$ cat src/rtl/ps2_seq_pkg.sv
// Shared scan-code constants, buffer geometry and FSM state type
// for the PS/2 command-line sequencer.
package ps2_seq_pkg;

  localparam logic [7:0] BREAK_CODE = 8'hF0;
  localparam logic [7:0] EXT_CODE   = 8'hE0;
  localparam logic [7:0] ENTER_CODE = 8'h5A;
  localparam logic [7:0] BKSP_CODE  = 8'h66;

  localparam int SLOTS = 4;

  typedef enum logic [1:0] {
    COLLECT,
    BREAK,
    EXTEND,
    PRESENT
  } state_t;

endpackage

$ cat src/rtl/ps2_strobe_edge.sv
// Rising-edge detector on the PS/2 byte strobe; the byte is taken
// from ps2_info on the same edge that sees the strobe rise.
module ps2_strobe_edge (
  input  logic       clock,
  input  logic       reset,
  input  logic       ps2_enable,
  input  logic [7:0] ps2_info,
  output logic       take,
  output logic [7:0] data
);

  logic prev;

  always_ff @(posedge clock or posedge reset) begin
    if (reset) prev <= 1'b0;
    else       prev <= ps2_enable;
  end

  assign take = ps2_enable & ~prev;
  assign data = ps2_info;

endmodule

$ cat src/rtl/ps2_cmd_sequencer.sv
// Collects PS/2 make codes into a 4-slot line, committed on enter.
// Optional idle timeout: define PS2_SEQ_TIMEOUT_EN.
module ps2_cmd_sequencer
  import ps2_seq_pkg::*;
#(
  parameter int unsigned TIMEOUT_CYCLES = 1000000
) (
  input  logic        clock,
  input  logic        reset,
  input  logic [7:0]  ps2_info,
  input  logic        ps2_enable,
  input  logic        cmd_ready,
  output logic [31:0] cmd_word,
  output logic [2:0]  cmd_len,
  output logic        cmd_valid,
  output logic        overflow
);

  logic       take;
  logic [7:0] data;
  logic       tmo;

  state_t                state;
  logic [SLOTS-1:0][7:0] slots;
  logic [2:0]            count;
  logic                  valid_q;
  logic                  ovf_q;

  ps2_strobe_edge u_edge (
    .clock      (clock),
    .reset      (reset),
    .ps2_enable (ps2_enable),
    .ps2_info   (ps2_info),
    .take       (take),
    .data       (data)
  );

`ifdef PS2_SEQ_TIMEOUT_EN
  localparam int unsigned IW = $clog2(TIMEOUT_CYCLES + 1);

  logic [IW-1:0] idle;
  logic          armed;

  // Only a partial line or a pending prefix can time out.
  assign armed = (state != PRESENT) &&
                 ((count != 3'd0) || (state != COLLECT));
  assign tmo   = armed && !take &&
                 (idle == IW'(TIMEOUT_CYCLES - 1));

  always_ff @(posedge clock or posedge reset) begin
    if (reset)
      idle <= '0;
    else if (take || !armed || tmo)
      idle <= '0;
    else
      idle <= idle + IW'(1);
  end
`else
  logic unused_timeout;
  assign unused_timeout = (TIMEOUT_CYCLES == 0);
  assign tmo = 1'b0;
`endif

  always_ff @(posedge clock or posedge reset) begin
    if (reset) begin
      state   <= COLLECT;
      slots   <= '0;
      count   <= 3'd0;
      valid_q <= 1'b0;
      ovf_q   <= 1'b0;
    end else if (tmo) begin
      state <= COLLECT;
      slots <= '0;
      count <= 3'd0;
      ovf_q <= 1'b0;
    end else begin
      unique case (state)
        COLLECT: begin
          if (take) begin
            unique case (1'b1)
              data == BREAK_CODE: state <= BREAK;
              data == EXT_CODE:   state <= EXTEND;
              data == BKSP_CODE: begin
                if (count != 3'd0) begin
                  slots[count[1:0] - 2'd1] <= 8'h00;
                  count <= count - 3'd1;
                end
              end
              data == ENTER_CODE: begin
                if (count != 3'd0) begin
                  state   <= PRESENT;
                  valid_q <= 1'b1;
                end
              end
              default: begin
                if (count < 3'(SLOTS)) begin
                  slots[count[1:0]] <= data;
                  count <= count + 3'd1;
                end else begin
                  ovf_q <= 1'b1;
                end
              end
            endcase
          end
        end
        BREAK: begin
          if (take) state <= COLLECT;
        end
        EXTEND: begin
          if (take) begin
            if (data == BREAK_CODE) state <= BREAK;
            else                    state <= COLLECT;
          end
        end
        PRESENT: begin
          // Handshake wins over a byte arriving on the same edge.
          if (cmd_ready) begin
            state   <= COLLECT;
            slots   <= '0;
            count   <= 3'd0;
            valid_q <= 1'b0;
            ovf_q   <= 1'b0;
          end else if (take) begin
            ovf_q <= 1'b1;
          end
        end
        default: state <= COLLECT;
      endcase
    end
  end

  assign cmd_word  = slots;
  assign cmd_len   = count;
  assign cmd_valid = valid_q;
  assign overflow  = ovf_q;

endmodule

$ cat config.mk
export PLATFORM = sky130hd
export DESIGN_NAME = ps2_cmd_sequencer
export DESIGN_NICKNAME = d
export VERILOG_FILES = /design/src/rtl/ps2_seq_pkg.sv /design/src/rtl/ps2_strobe_edge.sv /design/src/rtl/ps2_cmd_sequencer.sv
export SDC_FILE = /design/constraint.sdc
export NUM_CORES = 1
export LEC_CHECK = 0
export CORE_MARGIN = 5
export CORE_UTILIZATION = 44
export CTS_CLUSTER_DIAMETER = 100
export CTS_CLUSTER_SIZE = 25
export DETAILED_ROUTE_END_ITERATION = 16
export GPL_TIMING_DRIVEN = 0
export HOLD_SLACK_MARGIN = 0.02
export PLACE_DENSITY = 0.75
export SLEW_MARGIN = 10
export SYNTH_ARGS = -nofsm -noshare
export SYNTH_HDL_FRONTEND = slang
export SYNTH_SLANG_ARGS = --single-unit
$ cat constraint.sdc
create_clock -name clock -period 1.7 [get_ports clock]
set_input_delay 0.17 -clock clock [delete_from_list [all_inputs] [get_ports clock]]
set_output_delay 0.17 -clock clock [all_outputs]
set_load 0.05 [all_outputs]
-- After elaboration in Yosys (flattened, before gate mapping)
Index checks and enable logic that the tools add are counted.
- add/sub/neg operators: 3
- multipliers: 0
- divide/modulo/power cells: 0
- order comparisons: 5
- equal/unequal tests: 21
- shifts and indexed selects: 0
- muxes and demuxes: 36
- bitwise gates (word level): 4
- reductions and logical operators: 11
- operator list (kind ; count):
    32-bit 2-to-1 mux ; 4
    32-bit one-hot mux with 2 select lines ; 2
    32-bit bitwise AND ; 1
    32-bit bitwise mux ; 1
    8-bit demux with 2-bit select ; 2
    32-bit inverter ; 1
    2-bit != test (second input constant) ; 9
    8-bit by 7-bit == test with 1-bit output (second input constant) ; 2
    8-bit == test (second input constant) ; 2
    8-bit 2-to-1 mux ; 2
    3-bit 2-to-1 mux ; 4
    3-bit != test (second input constant) ; 4
    3-bit one-hot mux with 2 select lines ; 2
    6-bit AND reduction ; 2
    1-bit 2-to-1 mux ; 10
    2-bit 2-to-1 mux ; 5
    5-bit AND reduction ; 2
    2-bit one-hot mux with 4 select lines ; 1
    2-bit by 3-bit < comparator with 1-bit output (second input constant) ; 2
    2-bit one-hot mux with 3 select lines ; 1
    2-bit == test (second input constant) ; 2
    2-bit by 1-bit greater-or-equal comparator with 1-bit output (second input constant) ; 2
    4-bit != test (second input constant) ; 1
    1-bit one-hot mux with 2 select lines ; 2
    13 further kinds ; 14
- flip-flop bits (word level): 40
- latch bits: 0
- memory bits (writable): 0
- ROM bits: 0
- input bits: 12
- output and inout bits: 37
- word-level logic and storage cells: 89
- memories: 0

-- Depth between registers and ports, before layout
Gate-level depths: netlist of run 1.
- depth after elaboration: 11
- mapped depth: 9
- depth with buffers taken out: 7

-- Hierarchy
From an unflattened synthesis of run 1, not the netlist that was laid out.
- cells, all modules: 180
- area total of the unflattened synthesis: 2120.8 um^2
- by module, submodules not included (module ; instances ; cells an instance ; area an instance (um^2) ; seq. area each (um^2)):
    ps2_cmd_sequencer ; 1 ; 169 ; 2018.2 ; 975.9
    ps2_strobe_edge ; 1 ; 11 ; 102.6 ; 25.0

-- Worst setup path before layout of run 1
OpenSTA, ideal clock, no wires.
- kind: register -> register
- start point: register count[1], in the netlist cmd_len[1]
- end point: register slots (netlist bit cmd_word[3])
- library setup time: 0.121 ns
- arrival time: 2.009 ns
- data required time: 1.579 ns
- path slack: -0.430 ns
- stages on the path, launching flop included: 7
- buffers on the path: 2
- period minus slack after synthesis: 2.130 ns
- cell sequence: dfrtp_1 > clkbuf_2 > or3_1 > o32ai_4 > nor3_4 > buf_6 > a32o_2
- word-level cells in the longest chain between the ends: 11
- elaborated cells on any way between the ends: 24
- those cells by class: add/sub (1); order compare (5); eq/ne (2); mux (10); bitwise (2); reduce/logical (4)
- ends and longest elaborated chain (element ; RTL line ; source):
    start: declaration ; ps2_cmd_sequencer.sv:25 ; logic [2:0] count;
    start signal: assignment ; ps2_cmd_sequencer.sv:86 ; count <= count - 3'd1;
    start signal: assignment ; ps2_cmd_sequencer.sv:98 ; count <= count + 3'd1;
    2-bit by 1-bit subtractor with 2-bit output ; ps2_cmd_sequencer.sv:85 ; slots[count[1:0] - 2'd1] <= 8'h00;
    2-bit by 3-bit < comparator with 1-bit output (not written as such) / 2-bit by 1-bit greater-or-equal comparator with 1-bit output (equally long branches) ; ps2_cmd_sequencer.sv:85 ;
    1-bit logical AND (not written as such) ; ps2_cmd_sequencer.sv:85 ;
    8-bit 2-to-1 mux (not written as such) ; ps2_cmd_sequencer.sv:85 ;
    8-bit demux with 2-bit select ; ps2_cmd_sequencer.sv:85 ;
    32-bit inverter (no source line) ; -- ;
    32-bit bitwise AND (no source line) ; -- ;
    32-bit 2-to-1 mux ; ps2_cmd_sequencer.sv:84 ; if (count != 3'd0) begin
    32-bit one-hot mux with 2 select lines ; ps2_cmd_sequencer.sv:80 ; unique case (1'b1)
    32-bit 2-to-1 mux ; ps2_cmd_sequencer.sv:79 ; if (take) begin
    32-bit one-hot mux with 2 select lines ; ps2_cmd_sequencer.sv:77 ; unique case (state)
    end signal: indexed assignment ; ps2_cmd_sequencer.sv:97 ; slots[count[1:0]] <= data;
    end: declaration ; ps2_cmd_sequencer.sv:24 ; logic [SLOTS-1:0][7:0] slots;
Parallel ways exist; a longest one is shown, timed or not. The select of a mux whose other input is x is not followed.
A chain may end at the register's enable or synchronous reset.

-- Worst setup path after layout of run 1
- start point: input port ps2_info[2]
- end point: register slots (netlist bit cmd_word[0])
- word-level cells in the longest chain between the ends: 5
- elaborated cells on any way between the ends: 12
- those cells by class: eq/ne (7); mux (3); reduce/logical (2)
- ends and longest elaborated chain (element ; RTL line ; source):
    start: declaration ; ps2_cmd_sequencer.sv:10 ; input logic [7:0] ps2_info,
    8-bit == test (tied with other cells) ; ps2_cmd_sequencer.sv:81 ; data == BREAK_CODE: state <= BREAK;
    3-bit OR reduction (no source line) ; -- ;
    32-bit one-hot mux with 2 select lines ; ps2_cmd_sequencer.sv:80 ;
    32-bit 2-to-1 mux ; ps2_cmd_sequencer.sv:79 ;
    32-bit one-hot mux with 2 select lines ; ps2_cmd_sequencer.sv:77 ;
Parallel ways exist; a longest one is shown, timed or not. The select of a mux whose other input is x is not followed.

==> impl_metrics.tcl, run 1 <==
set metrics [dict create \
    finalPower_mw 6.23 \
    cts_hold_buffers 0 \
    die_area_um2 5940 \
    yosysMostFrequentCell "dfrtp_1" \
    whs_ns 0.226 \
    rr_worst_depth 5 \
    synthTopCellsByArea "dfrtp_1 (51%), a32o_1 (7.6%), o2bb2ai_1 (5.3%)" \
    synth_edf_count 0 \
    fin_crit_ns 1.83 \
    crit_chain "dlygate4sd2_1 > and4bb_4 > nand2_8 > ha_1 > nor3_4 > o32a_4 > o211ai_4 > a32o_2" \
    core_um2 4350 \
    syn2layout_area_growth_pct 47.5 \
    ys_async_sr_fraction_pct 100 \
    synth_cells 159 \
    grt_pass1_wl_mm 9.45 \
    synth_top_cell_area_share_pct 50.6 \
    crit_fanout 8 \
    worstPathRequired_ns 1.89 \
    hold_path_depth 3 \
    clk_latency_ns 0.30 \
    failed_checks "negative setup slack" \
    tightest_slew_ns 0.799 \
    status "complete, but fails checks" \
    cts_buffer_depth 2 \
    power.density_nw_per_um2 2140 \
    remaining_drc_errors 0 \
    dr.pass1.iters 4 \
    crit_path_end_kind "flip-flop" \
    fmax_mhz 545 \
    routed_wl_mm 5.75 \
    setup_violations 34 \
    ff_latch_area_um2 1010 \
    ys_types 52 \
    fin_crit_sh_pct 108 \
    maxSlewHeadroom_pct 46.7 \
    cts_sinks 40 \
    synth_warnings 0 \
    dieWidth_um 77.1 \
    synth_ff_type "dfrtp_1" \
    power_leakage_nw 1.26 \
    min_to "cmd_word[21]" \
    synth_area_per_cell_um2 12.4 \
    fin_nets 242 \
    drtAntennaViolNets 0 \
    synth_nets 173 \
    cap_violations 0 \
    port_buffers 48 \
    initial_core_util_pct 45.5 \
    grtUsageTotal_pct 19.9 \
    regToRegEndpoint "cmd_word[0]" \
    final_hold_viol_count 0 \
    pin_count 49 \
    cpPeakStageDelay_ns 0.31 \
    synth_seq_area_share_pct 50.6 \
    startpoint_type "input pin" \
    syn_area_um2 1980 \
    wl_per_cell_um 20.5 \
    slowest_stage "and4bb_4" \
    tns_ns -2.42 \
    fin_skew_ns 0.00479 \
    grt_setup_unrepaired "true" \
    drt-initial-drc-count 101 \
    worst_setup_path_startpoint "ps2_info[2]" \
    vdd_drop_max_mv 1.51 \
    min_path_type "input pin to flip-flop" \
    hpwlAfterDp_mm 3.80 \
    ctsHtreeMaxLevel 2 \
    grt-ovfl-total 0 \
    grt_pass1_vias 1840 \
    setup_ws_ns -0.134 \
    slew_viol_final 0 \
    cts_root_buf "clkbuf_8" \
    nFillCells 316 \
    criticalPathCategory "input pin to flip-flop" \
    arrival_ns 2.03 \
    grt_max_degree 41 \
    rows 24 \
    min_from "ps2_info[5]" \
    cts_made_buffers 5 \
    ys_ff_latch 40 \
    postPlaceCellArea_um2 2540 \
    multi_input_area_um2 1090 \
    n_antenna_cell 0 \
    vias_per_cell 6.12 \
    dr_total_vias 1721 \
    final_area_um2 2920 \
    antenna_found_initial 0 \
    synth_common_cells "dfrtp_1 (40), a32o_1 (15), o2bb2ai_1 (12), o21ai_0 (9), nand2_1 (8)" \
    path_clk_slew_ns 0.08 \
    utilization_pct 67.0 \
    timing.rr.start "state[0]" \
    r2r_slack_ns -0.12 \
    die_h_um 77.1 \
    yosysTopAreaCell "dfrtp_1" \
    cts_tree "built" \
    final_layout_size_suffix_gt1_share_pct 39.3 \
    gp_congestion 0.838 \
]
==> layout by cell type, fill, tap and decap left out, drive strengths merged, types with 2 or more instances in the layout <==
master / synthesis / final
clkdlybuf4s15: 0 / 2
a32o: 17 / 17
a22o: 4 / 4
dlymetal6s2s: 0 / 4
o21ai: 10 / 10
nand2b: 2 / 2
a21oi: 3 / 3
dfrtp: 40 / 40
nand2: 10 / 10
nor2: 7 / 7
and3: 3 / 3
and2: 3 / 3
and4bb: 3 / 3
inv: 2 / 2
clkbuf: 3 / 7
dlygate4sd2: 0 / 3
buf: 4 / 24
nor2b: 4 / 4
clkdlybuf4s50: 0 / 34
or2: 2 / 2
o2bb2ai: 12 / 12
o211ai: 4 / 4
nor3: 2 / 2
nand3: 5 / 5
==> how the worst max path moves through the flow <==
| stage | end | slack, ns | depth (start not counted) |
|---|---|---|---|
| finish | cmd_word[0] | -0.13 | 8 |
| global route | cmd_word[28] | -0.19 | 6 |
| CTS | cmd_word[3] | -0.10 | 6 |
| detailed placement | cmd_word[3] | -1.06 | 9 |
| global placement | cmd_word[4] | -1.04 | 9 |
| floorplan | cmd_word[3] | -0.28 | 6 |
==> report_power, final <==
part           internal, mW  total [mW]  switching (mW)  leakage [nW]
Sequential             1.37        1.66           0.290         0.502
Clock                 0.434       0.780           0.346        0.0541
Combinational          1.44        3.79            2.35         0.702
Total                  3.24        6.23            2.99          1.26
==> final cells by class <==
cell class              instances  area share [%]
flip-flops and latches         40            34.5
clock buffers                   5            2.36
clock inverters                 3            1.46
inverters                       2           0.343
multi-input cells             110            37.4
plain buffers                   3           0.943
well taps                      52            2.23
repair buffers                 66            20.8
==> kinds of logic after synthesis <==
group / synth area share (%)
XOR/XNOR: 0.443
AND/OR/NAND/NOR: 16.0
buffers and inverters: 3.10
adder cells (fa/ha/maj): 1.64
multiplexers: 1.07
flip-flops: 50.6
AO/OA/AOI/OAI: 27.2
==> state kept, by name, indices dropped and copies added, names as in the netlist <==
signal       flops
overflow         1
cmd_valid        1
state            2
u_edge.prev      1
cmd_len          3
cmd_word        32
==> routing by layer <==
layer | vias to the layer above | part of all wire (%) | global-route usage, %
li1 | 766 | - | -
met4 | 0 | 1.7 | 6.70
met3 | 11 | 7.2 | 6.21
met2 | 65 | 51 | 31.8
met1 | 879 | 40 | 25.6
met5 | - | 0 | 0
==> critical path: cells and delay by family <==
family | cells | cell delay, ns
AOI/OAI and AO/OA | 3 | 0.73
adders and majority gates | 1 | 0.21
buffers and inverters | 1 | 0.28
and+or+nand+nor | 3 | 0.61
==> stage by stage <==
step / setup slack, ns / cells
floorplan: -0.276 / 159
global placement: -1.04 / 259
detailed placement: -1.06 / 259
CTS: -0.104 / 278
global route: -0.192 / 281
finish: -0.134 / 281
==> what timing repair did <==
action                                  CTS  global route
buffers inserted                         13             5
resized for setup                        56            24
pin swaps                                11            14
endpoints found under the setup margin   38            40
No activity file was read; power rests on OpenSTA's default activity.
==> run 2: changes to the inputs <==
CELL_PAD_IN_SITES_DETAIL_PLACEMENT = 1   (was unset)
CELL_PAD_IN_SITES_GLOBAL_PLACEMENT = 2   (was unset)
CORE_UTILIZATION = 29   (was 44)
PLACE_DENSITY = 0.73   (was 0.75)
==> run 2 against run 1 <==
- the run still ends with negative setup slack left
- via count shrank 2.0%
- clock power grew 9.4%
- clock skew increased by 0.0056 ns
- critical path type is now flip-flop to flip-flop
- critical endpoint is now cmd_word[7]
- largest power group unchanged
==> impl_metrics.tcl, run 2 (synthesis gave the netlist of run 1 again) <==
set metrics [dict create \
    status "complete, but fails checks" \
    failed_checks "negative setup slack" \
    r2r_slack_ns -0.16 \
    arrival_ns 2.04 \
    setup_violations 35 \
    tns_ns -3.12 \
    cts_sinks 40 \
    fin_nets 246 \
    cts_buffer_depth 2 \
    gp_congestion 0.724 \
    vdd_drop_max_mv 0.961 \
    grt_pass1_wl_mm 10.0 \
    fmax_mhz 539 \
    critPathTopFamily "compound AO/OA/AOI/OAI gates" \
    port_buffers 48 \
    fin_skew_ns 0.0104 \
    final_layout_size_suffix_gt1_share_pct 40.8 \
    grt_pass1_vias 1862 \
    mostFrequentLayoutCells "dfrtp_1 (37), clkdlybuf4s50_1 (21), buf_4 (17)" \
    rows 30 \
    initial_core_util_pct 29.5 \
    crit_path_end_kind "flip-flop" \
    antenna_found_initial 0 \
    power.density_nw_per_um2 2080 \
    cts_hold_buffers 0 \
    core_um2 6720 \
    nFillCells 701 \
    dr.pass1.iters 4 \
    finalPower_mw 6.39 \
    wl_per_cell_um 20.3 \
    path_clk_slew_ns 0.09 \
    crit_fanout 6 \
    pin_count 49 \
    layout_commonest_cell "dfrtp_1" \
    multi_input_area_um2 1110 \
    grt_setup_unrepaired "true" \
    routed_wl_mm 6.36 \
    cpPeakStageDelay_ns 0.45 \
    grtUsageTotal_pct 15.2 \
    dr_total_vias 1687 \
    maxSlewHeadroom_pct 63.1 \
    die_h_um 92.6 \
    hpwlAfterDp_mm 4.22 \
    whs_ns 0.122 \
    min_path_type "input pin to asynchronous set/reset pin" \
    fin_crit_sh_pct 109 \
    power_leakage_nw 1.46 \
    fin_crit_ns 1.86 \
    criticalPathCategory "flip-flop to flip-flop" \
    slew_viol_final 0 \
    slowest_stage "dfrtp_2" \
    largest_register_ffs 32 \
    ff_latch_area_um2 1000 \
    cts_root_buf "clkbuf_8" \
    clk_latency_ns 0.30 \
    crit_buf_inv 2 \
    setup_ws_ns -0.156 \
    startpoint_type "flip-flop" \
    cts_made_buffers 5 \
    grt-ovfl-total 0 \
    syn2layout_area_growth_pct 55.4 \
    dieWidth_um 92.6 \
    drt-initial-drc-count 48 \
    n_antenna_cell 0 \
    remaining_drc_errors 0 \
    crit_chain "or2_4 > buf_4 > o32ai_4 > nor3_4 > buf_6 > a32o_1" \
    vias_per_cell 5.39 \
    grt_max_degree 30 \
    drtAntennaViolNets 0 \
    tightest_slew_ns 0.553 \
    ctsHtreeMaxLevel 2 \
    worstPathRequired_ns 1.89 \
    die_area_um2 8580 \
    cts_tree "built" \
    cap_violations 0 \
    final_hold_viol_count 0 \
]
## run 2: cell types whose count changed in the layout (fill, tap and decap cells not counted), moves of 2 or more
cell             before  now
nor2b_4               0    2
o2bb2ai_2             9   11
buf_12                0    2
o2bb2ai_1             3    1
nor2b_2               2    0
clkdlybuf4s50_1      34   21
dlymetal6s2s_1        4   16
o21ai_1               3    5
buf_4                15   17
## run 2: through the flow
step	utilization (%)	cell area, um^2	setup slack (ns)	std cells
2_1_floorplan	-	2000	-0.276	159
3_3_place_gp	38.3	2580	-1.14	287
3_5_place_dp	38.6	2600	-1.17	288
4_1_cts	43.6	2930	-0.181	307
5_1_grt	45.8	3080	-0.202	313
6_report	45.8	3080	-0.156	313
## run 2: cell type report
class | instances | share of cell area (%)
plain buffers | 4 | 1.38
repair buffers | 69 | 22.4
inverters | 2 | 0.325
clock buffers | 6 | 2.69
multi-input cells | 110 | 36.0
clock inverters | 2 | 1.26
flip-flops and latches | 40 | 32.7
well taps | 80 | 3.25
## run 2: where the power goes
part	switching, mW	internal (mW)	leakage [nW]
Clock	0.373	0.481	0.0614
Sequential	0.285	1.37	0.503
Combinational	2.37	1.51	0.897
Total	3.03	3.35	1.46
## run 2: what timing repair did
item,4_1_cts,5_1_grt
gates resized for setup,47,53
setup buffers,13,6
setup endpoints to repair,40,50
gates cloned,0,1
pin swaps,14,9
## run 2: worst paths after layout
check | cells past startpoint | end | from
worst min-delay path | 2 | cmd_word[13] | reset
worst max-delay path | 6 | cmd_word[7] | state[1]
worst min register to register | 1 | cmd_word[0] | cmd_word[0]
worst max register to register | 6 | cmd_word[7] | state[1]
max in group asynchronous | 3 | state[1] | reset
min in group clock | 2 | cmd_word[20] | ps2_info[4]
## run 2: metal layers
layer	track usage [%]	up-vias	share of wire, %
met5	0	-	0
met4	4.15	0	1.2
met3	4.06	5	4.0
met2	24.3	31	49
met1	20.4	873	46
li1	-	778	-
==> run 3: changes to the inputs <==
CAP_MARGIN = 40   (was unset)
PLACE_DENSITY = 0.82   (was 0.73)
==> run 3 against run 2 <==
- the flow still finishes with violations (negative setup slack)
- setup slack improved by 0.088 ns
- global-route usage fell by 0.96 points
- die area stayed put
- non-clock buffer count is 3 lower
- flip-flop and latch count unchanged
- sequential share of layout area rose by 1.4 points
- cell area down 4.1%
- first-iteration DRC count rose by 100%
- clock-buffer cell count decreased by 1
- utilization is 1.9 points lower
- critical path type unchanged
==> impl_metrics.tcl, run 3 (synthesis gave the netlist of run 1 again) <==
set metrics [dict create \
    fin_nets 243 \
    power.density_nw_per_um2 2050 \
    clk_latency_ns 0.30 \
    core_um2 6720 \
    final_hold_viol_count 0 \
    hpwlAfterDp_mm 4.05 \
    criticalPathCategory "flip-flop to flip-flop" \
    vias_per_cell 5.40 \
    cts_buffer_depth 2 \
    tightest_slew_ns 0.516 \
    maxSlewHeadroom_pct 65.5 \
    crit_fanout 10 \
    rows 30 \
    setup_ws_ns -0.0676 \
    drtAntennaViolNets 0 \
    crit_path_end_kind "flip-flop" \
    worstPathRequired_ns 1.89 \
    vdd_drop_max_mv 0.962 \
    use_met1_pct 18.3 \
    cts_sinks 40 \
    crit_buf_inv 1 \
    startpoint_type "flip-flop" \
    antenna_found_initial 0 \
    grt-ovfl-total 0 \
    grtUsageTotal_pct 14.3 \
    critPathTopFamily "compound AO/OA/AOI/OAI gates" \
    final_layout_size_suffix_gt1_share_pct 39.7 \
    fin_skew_ns 0.00969 \
    met3_usage_pct 3.49 \
    die_area_um2 8580 \
    slowest_stage "dfrtp_2" \
    grt_max_degree 26 \
    setup_violations 21 \
    ctsHtreeMaxLevel 2 \
    n_antenna_cell 0 \
    gp_congestion 0.752 \
    mostFrequentLayoutCells "dfrtp_1 (36), clkdlybuf4s50_1 (31), a32o_1 (15), buf_4 (15), o2bb2ai_2 (10)" \
    grt_pass1_vias 1778 \
    grt_setup_unrepaired "true" \
    remaining_drc_errors 0 \
    failed_checks "negative setup slack" \
    place_inst 288 \
    dieWidth_um 92.6 \
    utilization_pct 43.9 \
    top_usage_layer "met2" \
    fmax_mhz 566 \
    arrival_ns 1.95 \
    wl_per_cell_um 19.2 \
    finalPower_mw 6.05 \
    cpPeakStageDelay_ns 0.44 \
    power_leakage_nw 1.28 \
    dr_total_vias 1668 \
    cts_hold_buffers 0 \
    cts_made_buffers 5 \
    dr.pass1.iters 4 \
    grt_pass1_wl_mm 9.57 \
    nFillCells 702 \
    whs_ns 0.174 \
    instances_no_fill 309 \
    crit_chain "or3_4 > o32ai_4 > nor3_4 > buf_6 > a32o_2" \
    min_path_type "input pin to asynchronous set/reset pin" \
    layout_commonest_cell "dfrtp_1" \
    path_clk_slew_ns 0.07 \
    dpl_worst_slack_ns -1.09 \
    tns_ns -0.746 \
    met2_usage_pct 23.9 \
    fin_crit_ns 1.77 \
    port_buffers 48 \
    fin_crit_sh_pct 104 \
    initial_core_util_pct 29.5 \
    cap_violations 0 \
    largest_register_ffs 32 \
    drt-initial-drc-count 98 \
    postPlaceCellArea_um2 2600 \
    slew_viol_final 0 \
    status "complete, but fails checks" \
    cts_root_buf "clkbuf_8" \
    cts_tree "built" \
    die_h_um 92.6 \
    pin_count 49 \
    final_area_um2 2950 \
    syn2layout_area_growth_pct 49.0 \
    routed_wl_mm 5.94 \
]
## run 3: power breakdown
| part | switching (mW) | total, mW | internal [mW] |
|---|---|---|---|
| clock network | 0.332 | 0.610 | 0.278 |
| registers | 0.289 | 1.66 | 1.37 |
| logic | 2.34 | 3.78 | 1.44 |
| total | 2.96 | 6.05 | 3.09 |
## run 3: worst paths after layout
kind	startpoint	end	slack [ns]	depth (start not counted)
setup / recovery	cmd_len[0]	cmd_word[3]	-0.07	5
hold / removal	reset	cmd_word[30]	0.17	2
setup reg to reg	cmd_len[0]	cmd_word[3]	-0.07	5
hold reg to reg	cmd_word[14]	cmd_word[14]	0.50	1
max in group asynchronous	reset	cmd_word[23]	1.08	3
min in group clock	ps2_info[5]	cmd_word[21]	0.22	3
## run 3: timing repair
action,4_1_cts,5_1_grt
buffers inserted,14,5
setup endpoints to repair,38,43
endpoints found under the hold margin,0,0
pin swaps,13,16
resized for setup,57,26
## run 3: cell type report
type / instances / area [um^2] / share of cell area (%)
Multi-Input combinational cell: 110 / 1100 / 37.2
Sequential cell: 40 / 1010 / 34.1
Timing Repair Buffer: 67 / 626 / 21.2
Tap cell: 80 / 100 / 3.39
Clock buffer: 5 / 68.8 / 2.33
Buffer: 3 / 30.0 / 1.02
Clock inverter: 2 / 12.5 / 0.424
Inverter: 2 / 10.0 / 0.339
## run 3: routing by layer
| metal | wire, um | share of wire, % |
|---|---|---|
| met5 | 0 | 0 |
| met4 | 60 | 1.0 |
| met3 | 211 | 3.6 |
| met2 | 3020 | 51 |
| met1 | 2650 | 45 |
